[config.mk]
export PLATFORM = sky130hd
export DESIGN_NAME = wb_stage
export DESIGN_NICKNAME = d
export VERILOG_FILES = /design/src/rtl/wb_stage_pkg.sv /design/src/rtl/wb_load_align.sv /design/src/rtl/wb_stage.sv
export SDC_FILE = /design/constraint.sdc
export NUM_CORES = 1
export LEC_CHECK = 0
export ABC_AREA = 1
export CORE_ASPECT_RATIO = 1.4
export CORE_MARGIN = 2
export CORE_UTILIZATION = 40
export CTS_CLUSTER_SIZE = 20
export DETAILED_ROUTE_END_ITERATION = 6
export HOLD_SLACK_MARGIN = 0.08
export PLACE_DENSITY_LB_ADDON = 0.2
export SYNTH_ARGS = -nofsm -noshare
export SYNTH_HDL_FRONTEND = slang
export SYNTH_SLANG_ARGS = --single-unit
[constraint.sdc]
create_clock -name clk -period 1.55 [get_ports clk]
set_clock_uncertainty 0.1 [all_clocks]
set_input_delay 0.31 -clock clk [delete_from_list [all_inputs] [get_ports clk]]
set_output_delay 0.31 -clock clk [all_outputs]
set_load 0.02 [all_outputs]
[src/rtl/wb_stage_pkg.sv]
// Shared types for the RV32I write-back stage.
//   regfilemux_sel_t   : write-data source select carried in the control word
//   rv32i_control_word : control bits the write-back stage consumes
//   wb_state_t         : load-response wait FSM state
package wb_stage_pkg;

    localparam int unsigned REG_ADDR_W = 5;
    localparam int unsigned INSTRET_W  = 64;

    typedef enum logic [3:0] {
        RF_ALU_OUT  = 4'd0,
        RF_BR_EN    = 4'd1,
        RF_U_IMM    = 4'd2,
        RF_LW       = 4'd3,
        RF_PC_PLUS4 = 4'd4,
        RF_LB       = 4'd5,
        RF_LBU      = 4'd6,
        RF_LH       = 4'd7,
        RF_LHU      = 4'd8
    } regfilemux_sel_t;

    typedef struct packed {
        logic            load_regfile;
        logic            mem_read;
        regfilemux_sel_t regfilemux_sel;
    } rv32i_control_word;

    typedef enum logic {
        WB_IDLE = 1'b0,
        WB_WAIT = 1'b1
    } wb_state_t;

endpackage

[src/rtl/wb_load_align.sv]
// Combinational load alignment: picks the addressed byte/half of the
// memory read word and sign- or zero-extends it; full-word loads pass through.
//   rdata_i  : data-memory read word
//   offset_i : byte offset within the word (bit 0 ignored for halves)
//   sel_i    : regfilemux select of the load
//   data_c   : aligned, extended word
module wb_load_align
    import wb_stage_pkg::*;
#(
    parameter int unsigned width = 32
) (
    input  logic [width-1:0] rdata_i,
    input  logic [1:0]       offset_i,
    input  regfilemux_sel_t  sel_i,
    output logic [width-1:0] data_c
);

    logic [7:0]  byte_c;
    logic [15:0] half_c;

    always_comb begin
        byte_c = rdata_i[{offset_i, 3'b000} +: 8];
        half_c = rdata_i[{offset_i[1], 4'b0000} +: 16];
        case (sel_i)
            RF_LB:   data_c = {{(width-8){byte_c[7]}}, byte_c};
            RF_LBU:  data_c = {{(width-8){1'b0}}, byte_c};
            RF_LH:   data_c = {{(width-16){half_c[15]}}, half_c};
            RF_LHU:  data_c = {{(width-16){1'b0}}, half_c};
            default: data_c = rdata_i;
        endcase
    end

endmodule

[src/rtl/wb_stage.sv]
// RV32I write-back stage. Registers the MEM/WB bundle, holds it while a load
// waits for its data-memory response, and drives the regfile write port.
// Optional feature macro: WB_INSTRET_EN (64-bit retired-instruction counter).
//   clk, rst (async, active-low)
//   WB_valid_i/WB_flush_i     : bundle valid / capture a bubble instead
//   WB_ctrl_word_i .. WB_pc_out_i : MEM/WB bundle payload
//   WB_dmem_resp_i/_rdata_i   : data-memory read response
//   WB_load_regfile_o, WB_rd_wr_o, WB_wr_data_o : regfile write port
//   WB_stall_o                : freeze upstream while a load is outstanding
//   WB_instret_o              : retired-instruction count (0 when disabled)
module wb_stage
    import wb_stage_pkg::*;
#(
    parameter int unsigned width = 32
) (
    input  logic                  clk,
    input  logic                  rst,
    input  logic                  WB_valid_i,
    input  logic                  WB_flush_i,
    input  rv32i_control_word     WB_ctrl_word_i,
    input  logic [REG_ADDR_W-1:0] WB_rd_i,
    input  logic [width-1:0]      WB_alu_out_i,
    input  logic                  WB_br_en_i,
    input  logic [width-1:0]      WB_u_imm_i,
    input  logic [width-1:0]      WB_pc_out_i,
    input  logic                  WB_dmem_resp_i,
    input  logic [width-1:0]      WB_dmem_rdata_i,
    output logic                  WB_load_regfile_o,
    output logic [REG_ADDR_W-1:0] WB_rd_wr_o,
    output logic [width-1:0]      WB_wr_data_o,
    output logic                  WB_stall_o,
    output logic [INSTRET_W-1:0]  WB_instret_o
);

    logic                  valid_q,   valid_d;
    rv32i_control_word     ctrl_q,    ctrl_d;
    logic [REG_ADDR_W-1:0] rd_q,      rd_d;
    logic [width-1:0]      alu_out_q, alu_out_d;
    logic                  br_en_q,   br_en_d;
    logic [width-1:0]      u_imm_q,   u_imm_d;
    logic [width-1:0]      pc_q,      pc_d;
    wb_state_t             state_q,   state_d;

    logic                  stall_c;
    logic                  commit_c;
    logic                  load_regfile_c;
    logic [width-1:0]      load_data_c;
    logic [width-1:0]      wr_data_c;

    // FSM state register
    always_ff @(posedge clk or negedge rst) begin
        if (!rst) state_q <= WB_IDLE;
        else      state_q <= state_d;
    end

    // FSM next state: track an outstanding load response
    always_comb begin
        state_d = state_q;
        case (state_q)
            WB_IDLE: if (valid_q && ctrl_q.mem_read && !WB_dmem_resp_i) state_d = WB_WAIT;
            WB_WAIT: if (WB_dmem_resp_i)                                 state_d = WB_IDLE;
            default: state_d = WB_IDLE;
        endcase
    end

    // FSM outputs: stall and commit depend only on the registered bundle and resp
    always_comb begin
        stall_c        = 1'b0;
        commit_c       = 1'b0;
        load_regfile_c = 1'b0;
        if (valid_q) begin
            stall_c  = ctrl_q.mem_read && !WB_dmem_resp_i;
            commit_c = !ctrl_q.mem_read || WB_dmem_resp_i;
        end
        load_regfile_c = commit_c && ctrl_q.load_regfile && (rd_q != '0);
    end

    // Stage register next value: hold while stalled, a flush captures a bubble
    always_comb begin
        valid_d   = valid_q;
        ctrl_d    = ctrl_q;
        rd_d      = rd_q;
        alu_out_d = alu_out_q;
        br_en_d   = br_en_q;
        u_imm_d   = u_imm_q;
        pc_d      = pc_q;
        if (!stall_c) begin
            valid_d   = WB_valid_i && !WB_flush_i;
            ctrl_d    = WB_ctrl_word_i;
            rd_d      = WB_rd_i;
            alu_out_d = WB_alu_out_i;
            br_en_d   = WB_br_en_i;
            u_imm_d   = WB_u_imm_i;
            pc_d      = WB_pc_out_i;
        end
    end

    // Stage register; cleared fields make every write-port output read zero in reset
    always_ff @(posedge clk or negedge rst) begin
        if (!rst) begin
            valid_q   <= 1'b0;
            ctrl_q    <= '0;
            rd_q      <= '0;
            alu_out_q <= '0;
            br_en_q   <= 1'b0;
            u_imm_q   <= '0;
            pc_q      <= '0;
        end else begin
            valid_q   <= valid_d;
            ctrl_q    <= ctrl_d;
            rd_q      <= rd_d;
            alu_out_q <= alu_out_d;
            br_en_q   <= br_en_d;
            u_imm_q   <= u_imm_d;
            pc_q      <= pc_d;
        end
    end

    wb_load_align #(
        .width (width)
    ) u_load_align (
        .rdata_i  (WB_dmem_rdata_i),
        .offset_i (alu_out_q[1:0]),
        .sel_i    (ctrl_q.regfilemux_sel),
        .data_c   (load_data_c)
    );

    // Write-data select
    always_comb begin
        case (ctrl_q.regfilemux_sel)
            RF_ALU_OUT:  wr_data_c = alu_out_q;
            RF_BR_EN:    wr_data_c = {{(width-1){1'b0}}, br_en_q};
            RF_U_IMM:    wr_data_c = u_imm_q;
            RF_PC_PLUS4: wr_data_c = pc_q + width'(4);
            RF_LW,
            RF_LB,
            RF_LBU,
            RF_LH,
            RF_LHU:      wr_data_c = load_data_c;
            default:     wr_data_c = alu_out_q;
        endcase
    end

`ifdef WB_INSTRET_EN
    logic [INSTRET_W-1:0] instret_q, instret_d;

    // Counts every commit, regardless of rd or whether it writes
    always_comb begin
        instret_d = instret_q;
        if (commit_c) instret_d = instret_q + INSTRET_W'(1);
    end

    always_ff @(posedge clk or negedge rst) begin
        if (!rst) instret_q <= '0;
        else      instret_q <= instret_d;
    end

    assign WB_instret_o = instret_q;
`else
    assign WB_instret_o = '0;
`endif

    assign WB_load_regfile_o = load_regfile_c;
    assign WB_rd_wr_o        = rd_q;
    assign WB_wr_data_o      = wr_data_c;
    assign WB_stall_o        = stall_c;

endmodule

Word level (Yosys, flattened, before mapping):

Index checks and enable logic that the tools add are counted.

* shift operators: 2
* $add $sub $neg: 1
* mux-type cells: 4
* equal/unequal tests: 8
* divide/modulo/power cells: 0
* reduce and logical (&&, ||, !) cells: 10
* bitwise operators: 0
* $lt $le $gt $ge: 0
* multiply operators: 0

Operator list (number)
* one-hot mux 32 bit (4 select lines): 2
* adder 32 x 3 -> 32 bit (second input constant): 1
* indexed part select 32 x 6 -> 16 bit: 1
* indexed part select 32 x 6 -> 8 bit: 1
* == test 4 x 3 -> 1 bit (second input constant): 4
* == test 4 x 2 -> 1 bit (second input constant): 2
* nonzero test 5 bit: 1
* OR reduction 5 bit: 1
* == test 4 x 1 -> 1 bit (second input constant): 1
* == test 4 bit (second input constant): 1
* logical AND 1 bit: 4
* zero test 1 bit: 3
* 2-to-1 mux 1 bit: 2
* logical OR 1 bit: 1

* latch bits: 0
* input port bits: 145
* bits in read-only memories: 0
* memories: 0
* bits in registers: 109
* RAM bits: 0

Longest topological paths before layout:

Gate-level depths: netlist of the first run.

* word-level depth: 5
* depth in mapped cells: 10

Modules after synthesis:

Synthesis of the first run repeated with hierarchy kept, for this count alone.

* cell total of the unflattened synthesis: 1085
* area total of the unflattened synthesis: 7303.3 um^2

By module, submodules not included
* wb_stage: sequential area each 2727.6 um^2, area an instance 6262.3 um^2, cells each 871, times used 1
* wb_load_align: sequential area each 0.0 um^2, area an instance 1041.0 um^2, cells each 214, times used 1

Worst setup path after synthesis of the first run:

No wires, ideal clock.

* path type: register to output
* start: register ctrl_q[0] (netlist name)
* end: output WB_wr_data_o[4]
* path buffers: 1
* setup slack: -0.316 ns
* arrival time: 1.456 ns
* cell stages (with the launch flop): 9
* path through: dfrtp_1 nor2_4 nand3_2 nand2_4 inv_2 buf_2 a21oi_1 nor2_1 nor2_1

* longest elaborated chain between the ends: 3
* elaborated cells on any way between the ends: 11
* classes of those cells: 8 x eq/ne; 2 x mux; 1 x reduce/logical

RTL lines
* from (decl): RTL line wb_stage.sv:36 `rv32i_control_word ctrl_q, ctrl_d;`
* from (signal assigned): RTL line wb_stage.sv:110 `ctrl_q <= ctrl_d;`
* == test 4 bit, or another cell as far along: RTL line wb_load_align.sv:24, wb_stage.sv:130
* one-hot mux 32 bit (4 select lines) / OR reduction 5 bit (equally long branches): RTL line wb_load_align.sv:24, wb_stage.sv:130
* one-hot mux 32 bit (4 select lines) (*): RTL line wb_stage.sv:130 `case (ctrl_q.regfilemux_sel)`
* to (decl): RTL line wb_stage.sv:30 `output logic [width-1:0] WB_wr_data_o,`

Every way passes the cells marked *; elsewhere a longest branch is shown, timed or not.

Worst setup path in the final report of the first run:

* start: register ctrl_q[2] (netlist name)
* end: output WB_wr_data_o[12]

The elaborated chain is that of the path after synthesis.

==> results of run 1 <==
[worst max-delay path: cells and delay by family, from the launching register on]
family,cells,cell delay (ps)
buffers and inverters,5,570
DFF,1,440
AOI/OAI and AO/OA,1,180
and+or+nand+nor,5,570
[sequential cells by signal, indices dropped and copies added (netlist names)]
name and count:
br_en_q 1, valid_q 1, alu_out_q 32, pc_q 32, ctrl_q 6, WB_rd_wr_o 5
u_imm_q 32
[synth_stat cells (all sizes together)]
library cell,instances,area [µm²]
ha,1,12.51
buf,81,579.3
or2,1,6.260
nand4,31,193.9
o21ai,81,405.4
and2,1,6.260
clkinv,2,7.510
o22ai,1,6.260
xor2,1,8.760
nand3,74,385.4
clkbuf,23,86.33
nor3,1,5.000
nand2,486,1844
conb,1,3.750
inv,73,276.5
a21oi,10,50.05
nor2,83,349.1
dfrtp,109,2728
[where the power goes]
part	internal, W	switching, W
combinational	0.00148	0.00170
sequential	0.00306	0.000173
clock	0.00113	0.00119
[routing by layer]
layer | wire, µm | vias up | part of all wire [%] | track usage, %
li1 | - | 3837 | - | -
met1 | 10520 | 3709 | 37 | 33.44
met2 | 14430 | 367 | 51 | 51.97
met3 | 1646 | 85 | 5.8 | 3.833
met4 | 1570 | 0 | 5.6 | 15.77
met5 | 0 | - | 0 | 0
[logic make-up (layout without fill, tap and decap cells)]
logic type	count (synthesis)	in the layout
and+or+nand+nor	677	678
buffers and inverters	179	435
DFF	109	109
AOI/OAI and AO/OA	92	92
adders and majority gates	1	1
other	1	66
xor gates and xnor gates	1	1
[timing repair]
action | in CTS | in global routing
gates cloned | 4 | 4
setup buffers | 11 | 5
pin swaps | 24 | 24
endpoints found under the setup margin | 39 | 40
hold buffers | 1 | 0
hold endpoints to repair | 109 | 0
gates resized for setup | 250 | 61
[worst paths after layout]
kind | startpoint | endpoint | cells after the start
max | ctrl_q[2]$_DFFE_PN0N_ | WB_wr_data_o[12] | 11
min | rst | WB_rd_wr_o[4]$_DFFE_PN0N_ | 2
max reg2reg | ctrl_q[4]$_DFFE_PN0N_ | pc_q[8]$_DFFE_PN0N_ | 6
min reg2reg | u_imm_q[6]$_DFFE_PN0N_ | u_imm_q[6]$_DFFE_PN0N_ | 2
max in group asynchronous | rst | pc_q[15]$_DFFE_PN0N_ | 3
min in group clk | WB_alu_out_i[19] | alu_out_q[19]$_DFFE_PN0N_ | 3
[final cells by class]
cell class	instances	share of cell area (%)
Antenna cell	2	0.04636
Inverter	75	2.701
Clock inverter	6	0.5216
Multi-Input combinational cell	836	35.47
Clock buffer	10	2.121
Timing Repair Buffer	344	31.11
Sequential cell	109	25.30
Tap cell	236	2.735
[through the flow]
stage / worst slack (ps) / area [µm²] / cells / utilization [%]
final: -969.2 / 10800 / 1618 / 62.81
after detailed placement: -1058 / 9896 / 1579 / 57.57
after global placement: -1036 / 9896 / 1579 / 57.57
after CTS: -922.4 / 10490 / 1610 / 61.05
after floorplan: -272.7 / 7233 / 1123 / -
after global routing: -1003 / 10800 / 1618 / 62.81
==> flow_summary_export.csv, run 1 <==
group,metric,value,unit
timing,hold_viol,0,
global_routing,grt_pass1_vias,7758,
clock_tree,cts_max_level,3,
setup_path,setup.worst_path.start_class,"register",
final_layout,area_delta_synth_final,55.24,%
logic_synthesis,synth.cell_area,6954,µm²
setup_path,worst_path_max_delay_cell,"dfrtp_1",
timing,rsz0062_at_grt,"yes",
clock_tree,number_of_buffers_created_by_cts,9,
logic_synthesis,synth_area_per_cell,6.561,µm²
detailed_routing,via_count_of_the_routed_design,7998,
run_status,outcome,"finished with violations",
final_layout,final_layout_size_suffix_gt1_share,22.75,%
global_routing,global_route.overflow_total,0,
final_layout,multi_input_area,3829,µm²
setup_path,setup.worst_path.end_class,"primary output",
logic_synthesis,yosys_warnings,0,
global_routing,initial_antenna_violation_count,2,
logic_synthesis,yosys_register_bits,109,
floorplanning,design.portCount,248,
timing,timing.final.crit_share,162.5,%
placement,dp_hpwl,20470,µm
logic_synthesis,synthSimpleGateAreaFrac,40.12,%
detailed_routing,drcViolationCount,0,
job,drv_cap,0,
clock_tree,clk_path_buf_depth,2,
final_layout,ff_latch_area,2731,µm²
power_and_ir_drop,power.ir.vdd_worst,0.0005343,V
final_layout,finish.net_count,1521,
final_layout,final_cell_mix,"451 x nand2_1, 143 x clkdlybuf4s50_1, 141 x buf_4",
floorplanning,die_area,18470,µm²
logic_synthesis,synth-adder-area-share,0.1799,%
clock_tree,clock_insertion_delay_at_the_later_pin_of_the_skew_report,370,ps
timing,tns,-28620,ps
timing,layout_min_cycle_time,2519,ps
setup_path,criticalPathCategory,"register to primary output",
detailed_routing,wire_per_inst,17.41,µm
global_routing,grt_pass1_wl,40840,µm
clock_tree,cts_tree,"built",
detailed_routing,final_antenna_net_count,0,
global_routing,grt.total_usage,29.30,%
setup_path,largest_stage_delay_on_the_critical_path,440,ps
clock_tree,cts_num_sinks,109,
placement,place_congestion,0.9427,
clock_tree,clock_tree.root_cell,"clkbuf_16",
timing,timing.final.ws_setup,-969.2,ps
floorplanning,chip_width,115.4,µm
logic_synthesis,synth-compound-area-share,6.639,%
floorplanning,num_rows,57,
detailed_routing,detail_route.vias_per_cell,4.943,
setup_path,worstPathMaxFanout,5,
floorplanning,effective_utilization_at_floorplan,40.46,%
timing,achievable-frequency,397.0,MHz
detailed_routing,detail_route.wirelength,28170,µm
logic_synthesis,synth.area.mux_share,0,%
setup_path,required,1140,ps
setup_path,reg2reg_setup_slack,110,ps
timing,slew_viol_final,0,
logic_synthesis,main_combinational_cell_family_by_area_after_synthesis,"simple AND/OR/NAND/NOR gates",
power_and_ir_drop,powerDensity,809.5,nW/µm²
setup_path,worst_ep_arrival_time,2110,ps
final_layout,final.fill_count,1627,
setup_path,worstPathCellList,"inv_2 > nor2_4 > nand2_4 > nand2_4 > inv_6 > buf_6 > buf_4 > o21ai_1 > nand2_2 > nand4_1 > buf_4",
worst_hold_path,worstHoldPathType,"input pin to async pin",
power_and_ir_drop,static_leakage,5.353,nW
timing,fin_hold_ws,271.8,ps
run_status,violations,"negative setup slack",
floorplanning,floorplan.core_area,17190,µm²
logic_synthesis,synthXorXnorAreaFrac,0.1259,%
logic_synthesis,synthCells,1060,
timing,finalSetupViolations,33,
logic_synthesis,yosys.cell_types.count,28,
detailed_routing,drt_iter0_markers,734,
logic_synthesis,seq_area_frac_synth,39.22,%
placement,placement.io_buffers,183,
floorplanning,die_y,160.0,µm
detailed_routing,drt-pass1-iter-count,6,
power_and_ir_drop,fin_total_pwr,0.008738,W
final_layout,mostFrequentLayoutCell,"nand2_1",
clock_tree,clock_input_transition_at_the_sequential_cells_of_the_worst_setup_and_hold_paths,80,ps
global_routing,grt_start_max_net_pins,76,
(Power assumes the default switching activity.)
==> run 2, diff against run 1 <==
--- a/config.mk
+++ b/config.mk
@@ -9,6 +9,7 @@
 export CORE_ASPECT_RATIO = 1.4
 export CORE_MARGIN = 2
 export CORE_UTILIZATION = 40
+export CTS_BUF_LIST = sky130_fd_sc_hd__clkbuf_4 sky130_fd_sc_hd__clkbuf_8 sky130_fd_sc_hd__clkbuf_16
 export CTS_CLUSTER_SIZE = 20
 export DETAILED_ROUTE_END_ITERATION = 6
 export HOLD_SLACK_MARGIN = 0.08
==> run 2 against run 1 <==
The flow still finishes with violations (negative setup slack). Clock-buffer cell count is the same. Via count grew 0.15%. Critical path depth is the same. Sequential share of layout area is the same. Non-clock buffer count is the same. Highest routed layer unchanged.
==> flow_summary_export.csv, run 2 (same netlist as run 1, synthesis figures left out) <==
group,metric,value,unit
run_status,outcome,"finished with violations",
run_status,violations,"negative setup slack",
setup_path,required,1140,ps
global_routing,global_route.overflow_total,0,
timing,hold_viol,0,
setup_path,worstSetupPathDepth,11,
clock_tree,clock_insertion_delay_at_the_later_pin_of_the_skew_report,370,ps
setup_path,worst_path_max_delay_cell,"dfrtp_1",
floorplanning,die_y,160.0,µm
final_layout,final_layout_size_suffix_gt1_share,22.61,%
global_routing,grt.total_usage,29.28,%
floorplanning,floorplan.core_area,17190,µm²
final_layout,finalInstanceArea,10800,µm²
detailed_routing,final_antenna_net_count,0,
clock_tree,cts_max_level,3,
placement,placement.io_buffers,183,
floorplanning,design.portCount,248,
floorplanning,chip_width,115.4,µm
setup_path,setup.worst_path.start_class,"register",
detailed_routing,via_count_of_the_routed_design,8010,
clock_tree,number_of_buffers_created_by_cts,9,
timing,finalSetupViolations,33,
timing,slew_viol_final,0,
timing,timing.final.crit_share,160.6,%
power_and_ir_drop,power.ir.vdd_worst,0.0005368,V
final_layout,area_delta_synth_final,55.24,%
final_layout,final_cell_mix,"453 x nand2_1, 143 x clkdlybuf4s50_1, 143 x buf_4",
final_layout,mostFrequentLayoutCell,"nand2_1",
floorplanning,die_area,18470,µm²
final_layout,final.fill_count,1625,
setup_path,largest_stage_delay_on_the_critical_path,440,ps
placement,dp_hpwl,20470,µm
timing,timing.final.ws_setup,-939.6,ps
clock_tree,clock_tree.root_cell,"clkbuf_16",
detailed_routing,wire_per_inst,17.37,µm
detailed_routing,drcViolationCount,0,
setup_path,worst_ep_arrival_time,2080,ps
power_and_ir_drop,static_leakage,5.365,nW
clock_tree,cts_tree,"built",
placement,place_congestion,0.9427,
final_layout,biggestRegsByFlops,"alu_out_q: 32 flops, pc_q: 32 flops, u_imm_q: 32 flops",
detailed_routing,drt-pass1-iter-count,6,
detailed_routing,drt_iter0_markers,629,
detailed_routing,detail_route.wirelength,28110,µm
setup_path,rr_worst_depth,6,
worst_hold_path,worstHoldPathType,"input pin to async pin",
placement,post_dp_cell_area,9896,µm²
clock_tree,clock_input_transition_at_the_sequential_cells_of_the_worst_setup_and_hold_paths,80,ps
power_and_ir_drop,powerDensity,811.9,nW/µm²
setup_path,critPathBufInv,5,
final_layout,finish.net_count,1521,
job,drv_cap,0,
global_routing,initial_antenna_violation_count,2,
setup_path,worstPathCellList,"inv_2 > nor2_4 > nand2_4 > nand2_4 > inv_6 > buf_6 > buf_4 > o21ai_1 > nand2_2 > nand4_1 > buf_4",
timing,tns,-28690,ps
setup_path,worstPathMaxFanout,5,
setup_path,criticalPathCategory,"register to primary output",
floorplanning,effective_utilization_at_floorplan,40.46,%
setup_path,worst_path_dominant_cell_family,"buffers and inverters",
placement,dp_worst_setup_slack,-1058,ps
global_routing,grt_pass1_wl,40820,µm
global_routing,grt_start_max_net_pins,76,
clock_tree,cts_num_sinks,109,
timing,rsz0062_at_grt,"yes",
setup_path,setup.worst_path.end_class,"primary output",
detailed_routing,detail_route.vias_per_cell,4.951,
clock_tree,clk_path_buf_depth,2,
global_routing,grt_pass1_vias,7762,
timing,achievable-frequency,401.7,MHz
floorplanning,num_rows,57,
timing,layout_min_cycle_time,2490,ps
-- run 2: cell count changes in the layout (fill, tap and decap cells not counted), moves of 2 or more --
| cell | delta |
|---|---|
| buf_4 | +2 |
| buf_6 | -2 |
| o21ai_1 | +2 |
| nand2_1 | +2 |
| nand2_2 | -4 |
| nand2_4 | +2 |
-- run 2: metal layers --
layer	vias to the layer above	GRT usage, %	wire (µm)
met5	-	0	0
met4	0	15.88	1360
met3	79	3.833	1689
met2	346	51.81	14540
met1	3743	33.49	10520
li1	3842	-	-
-- run 2: final timing paths --
kind | end | start | slack [ps]
setup / recovery | WB_wr_data_o[12] | ctrl_q[2]$_DFFE_PN0N_ | -940
hold / removal | WB_rd_wr_o[4]$_DFFE_PN0N_ | rst | 270
setup reg to reg | pc_q[8]$_DFFE_PN0N_ | ctrl_q[4]$_DFFE_PN0N_ | 110
hold reg to reg | u_imm_q[30]$_DFFE_PN0N_ | u_imm_q[30]$_DFFE_PN0N_ | 380
max in group asynchronous | pc_q[15]$_DFFE_PN0N_ | rst | 520
min in group clk | alu_out_q[19]$_DFFE_PN0N_ | WB_alu_out_i[19] | 370
-- run 2: power by group --
group          switching, W  total, W  internal (W)  leakage (nW)
combinational       0.00170   0.00318       0.00148          3.95
clock               0.00121   0.00235       0.00115         0.141
sequential         0.000173   0.00323       0.00306          1.28
total               0.00308   0.00876       0.00569          5.36
-- run 2: timing repair --
action                                  CTS  global route
gates cloned                              4             4
pin swaps                                24            23
hold buffers                              1             0
endpoints found under the setup margin   39            40
resized for setup                       250            60
hold endpoints to repair                109             0
buffers inserted                         11             5
-- run 2: area by class of cell --
type                    count  area, µm²  share of cell area, %
inverters                  75      294.0                  2.724
multi-input cells         836       3830                  35.48
flip-flops and latches    109       2731                  25.30
diodes                      2      5.005                0.04636
well taps                 236      295.3                  2.735
repair buffers            344       3351                  31.04
clock buffers              10      232.7                  2.156
clock inverters             6      56.30                 0.5216
-- run 2: per-stage QoR --
step | hold slack (ps) | total power [W] | std cells | util (%)
6_report | 269.6 | 0.008765 | 1618 | 62.81
5_1_grt | 276.5 | 0.009128 | 1618 | 62.81
4_1_cts | 240.1 | 0.008639 | 1610 | 61.08
3_5_place_dp | 96.87 | 0.006055 | 1579 | 57.57
3_3_place_gp | 95.17 | 0.006040 | 1579 | 57.57
2_1_floorplan | -85.59 | 0.004642 | 1123 | -
==> run 3, diff against run 2 <==
--- a/config.mk
+++ b/config.mk
@@ -6,7 +6,7 @@
 export NUM_CORES = 1
 export LEC_CHECK = 0
 export ABC_AREA = 1
-export CORE_ASPECT_RATIO = 1.4
+export CORE_ASPECT_RATIO = 0.6
 export CORE_MARGIN = 2
 export CORE_UTILIZATION = 40
 export CTS_BUF_LIST = sky130_fd_sc_hd__clkbuf_4 sky130_fd_sc_hd__clkbuf_8 sky130_fd_sc_hd__clkbuf_16
==> constraint.sdc (replaced) <==
create_clock -name clk -period 2.1 [get_ports clk]
set_clock_uncertainty 0.1 [all_clocks]
set_input_delay 0.42 -clock clk [delete_from_list [all_inputs] [get_ports clk]]
set_output_delay 0.42 -clock clk [all_outputs]
set_load 0.02 [all_outputs]
==> run 3 against run 2 <==
First-iteration DRC count is 4.0% higher. Critical path type unchanged. Clock power shrank 26%. Cell count shrank 0.74%. Global-route usage is 0.48 points lower. Core utilization is 0.45 points lower. Setup slack gained 370 ps. Sequential power decreased by 26%. The run still ends with negative setup slack left. Sequential share of layout area grew 0.33 points. Die area grew 0.11%.
==> flow_summary_export.csv, run 3 (same netlist as run 1, synthesis figures left out) <==
group,metric,value,unit
run_status,outcome,"finished with violations",
run_status,violations,"negative setup slack",
floorplanning,floorplan.core_area,17080,µm²
final_layout,mostFrequentLayoutCell,"nand2_1",
global_routing,grt_pass1_wl,40690,µm
placement,place_congestion,1.029,
setup_path,required,1580,ps
detailed_routing,drt-pass1-iter-count,5,
timing,fin_hold_ws,376.2,ps
timing,finalSetupViolations,32,
timing,worst-slew-pin-transition,750.4,ps
job,drv_cap,0,
clock_tree,cts_num_sinks,109,
setup_path,criticalPathCategory,"register to primary output",
final_layout,antenna-diode-count,0,
global_routing,initial_antenna_violation_count,1,
timing,timing.final.ws_setup,-567.7,ps
final_layout,final_cell_mix,"458 x nand2_1, 148 x clkdlybuf4s50_1, 142 x buf_4",
timing,max-slew-margin-rel,49.97,%
final_layout,area_delta_synth_final,53.18,%
global_routing,grt_pass1_vias,7356,
setup_path,rr_startpoint,"valid_q$_DFFE_PN0N_",
detailed_routing,via_count_of_the_routed_design,7902,
clock_tree,number_of_buffers_created_by_cts,9,
setup_path,worstPathMaxFanout,5,
floorplanning,chip_width,174.2,µm
floorplanning,design.portCount,248,
final_layout,final_layout_size_suffix_gt1_share,21.94,%
setup_path,setup.worst_path.start_class,"register",
power_and_ir_drop,power.ir.vdd_worst,0.0004108,V
detailed_routing,final_antenna_net_count,0,
floorplanning,die_area,18490,µm²
global_routing,global_route.overflow_total,0,
timing,rsz0062_at_grt,"yes",
clock_tree,clock_input_transition_at_the_sequential_cells_of_the_worst_setup_and_hold_paths,90,ps
setup_path,timing.rr.end,"u_imm_q[3]$_DFFE_PN0N_",
placement,dp_hpwl,20160,µm
floorplanning,num_rows,37,
final_layout,final_util,62.36,%
timing,timing.final.crit_share,127.0,%
global_routing,grt.total_usage,28.80,%
detailed_routing,drt_iter0_markers,654,
power_and_ir_drop,static_leakage,5.267,nW
global_routing,grt_start_max_net_pins,99,
timing,layout_min_cycle_time,2668,ps
detailed_routing,detail_route.wirelength,26670,µm
clock_tree,clock_insertion_delay_at_the_later_pin_of_the_skew_report,370,ps
setup_path,setup.worst_path.end_class,"primary output",
final_layout,biggestRegsByFlops,"alu_out_q: 32 flops, pc_q: 32 flops, u_imm_q: 32 flops",
timing,hold_viol,0,
clock_tree,clock_tree.root_cell,"clkbuf_16",
setup_path,cp-startpoint,"ctrl_q[0]$_DFFE_PN0N_",
power_and_ir_drop,powerDensity,604.1,nW/µm²
setup_path,rr_worst_depth,5,
placement,placement.io_buffers,183,
clock_tree,clk_path_buf_depth,2,
final_layout,finish.net_count,1514,
clock_tree,cts_max_level,3,
clock_tree,cts_tree,"built",
detailed_routing,wire_per_inst,16.61,µm
detailed_routing,detail_route.vias_per_cell,4.920,
setup_path,reg2reg_setup_slack,470,ps
setup_path,worst_ep_arrival_time,2150,ps
worst_hold_path,worstHoldPathType,"register to register",
timing,achievable-frequency,374.8,MHz
setup_path,crit_path_end,"WB_wr_data_o[31]",
floorplanning,die_y,106.1,µm
timing,slew_viol_final,0,
final_layout,finalInstanceArea,10650,µm²
placement,post_dp_cell_area,9793,µm²
detailed_routing,drcViolationCount,0,
floorplanning,effective_utilization_at_floorplan,40.71,%
run 3: cell count changes in the layout (fill, tap and decap cells not counted), sizes merged, moves of 3 or more:
cell / change
buf: -9
clkbuf: -5
clkdlybuf4s50: +5
clkinv: +3
run 3: final cells by class:
class | count | area (µm²)
clock buffer | 9 | 225.2
timing repair buffer | 338 | 3219
multi-input combinational | 835 | 3835
sequential | 109 | 2730
fill | 1592 | 6430
inverter | 75 | 290.3
tap | 234 | 292.8
clock inverter | 6 | 60.06
run 3: how the worst min path moves through the flow:
stage / start / end / slack (ps) / depth (start not counted)
3_3_place_gp: rst / u_imm_q[23]$_DFFE_PN0N_ / 250 / 1
6_report: alu_out_q[28]$_DFFE_PN0N_ / alu_out_q[28]$_DFFE_PN0N_ / 380 / 2
3_5_place_dp: rst / u_imm_q[22]$_DFFE_PN0N_ / 250 / 1
2_1_floorplan: rst / WB_rd_wr_o[0]$_DFFE_PN0N_ / 20 / 0
5_1_grt: u_imm_q[2]$_DFFE_PN0N_ / u_imm_q[2]$_DFFE_PN0N_ / 390 / 2
4_1_cts: u_imm_q[8]$_DFFE_PN0N_ / u_imm_q[8]$_DFFE_PN0N_ / 380 / 2
run 3: worst max-delay path: stages (launching register included):
cell and delay (ps):
dfrtp_2 440, nor2_4 150, nand3_2 150, nand2_4 160
inv_6 60, nand2_4 60, nor2_4 50, buf_12 140
buf_16 140, buf_6 110, nand2_2 40, nand4_1 100
buf_4 180
run 3: metal layers:
layer	vias up	global-route usage, %	wire, µm
met4	2	6.723	607
met5	-	0	7
met2	370	41.24	10900
li1	3819	-	-
met3	43	7.976	2687
met1	3668	42.72	12470
run 3: power breakdown:
part | switching (W) | internal (W)
Clock | 0.000900 | 0.000827
Sequential | 0.000134 | 0.00226
Combinational | 0.00123 | 0.00109
run 3: what timing repair did:
item / 4_1_cts / 5_1_grt
hold buffers: 1 / 0
pin swaps: 10 / 24
endpoints found under the setup margin: 34 / 33
setup buffers: 17 / 9
cloned: 2 / 0
resized for setup: 225 / 71
hold endpoints to repair: 19 / 0
run 3: stage by stage:
stage	total power, W	cells	setup slack, ps	setup TNS [ps]
global route	0.006721	1606	-633.4	-17940
CTS	0.006319	1602	-522.6	-14390
finish	0.006435	1606	-567.7	-15560
detailed placement	0.004436	1567	-723.4	-21510
floorplan	0.003412	1123	123.7	0
global placement	0.004429	1567	-690.4	-20750
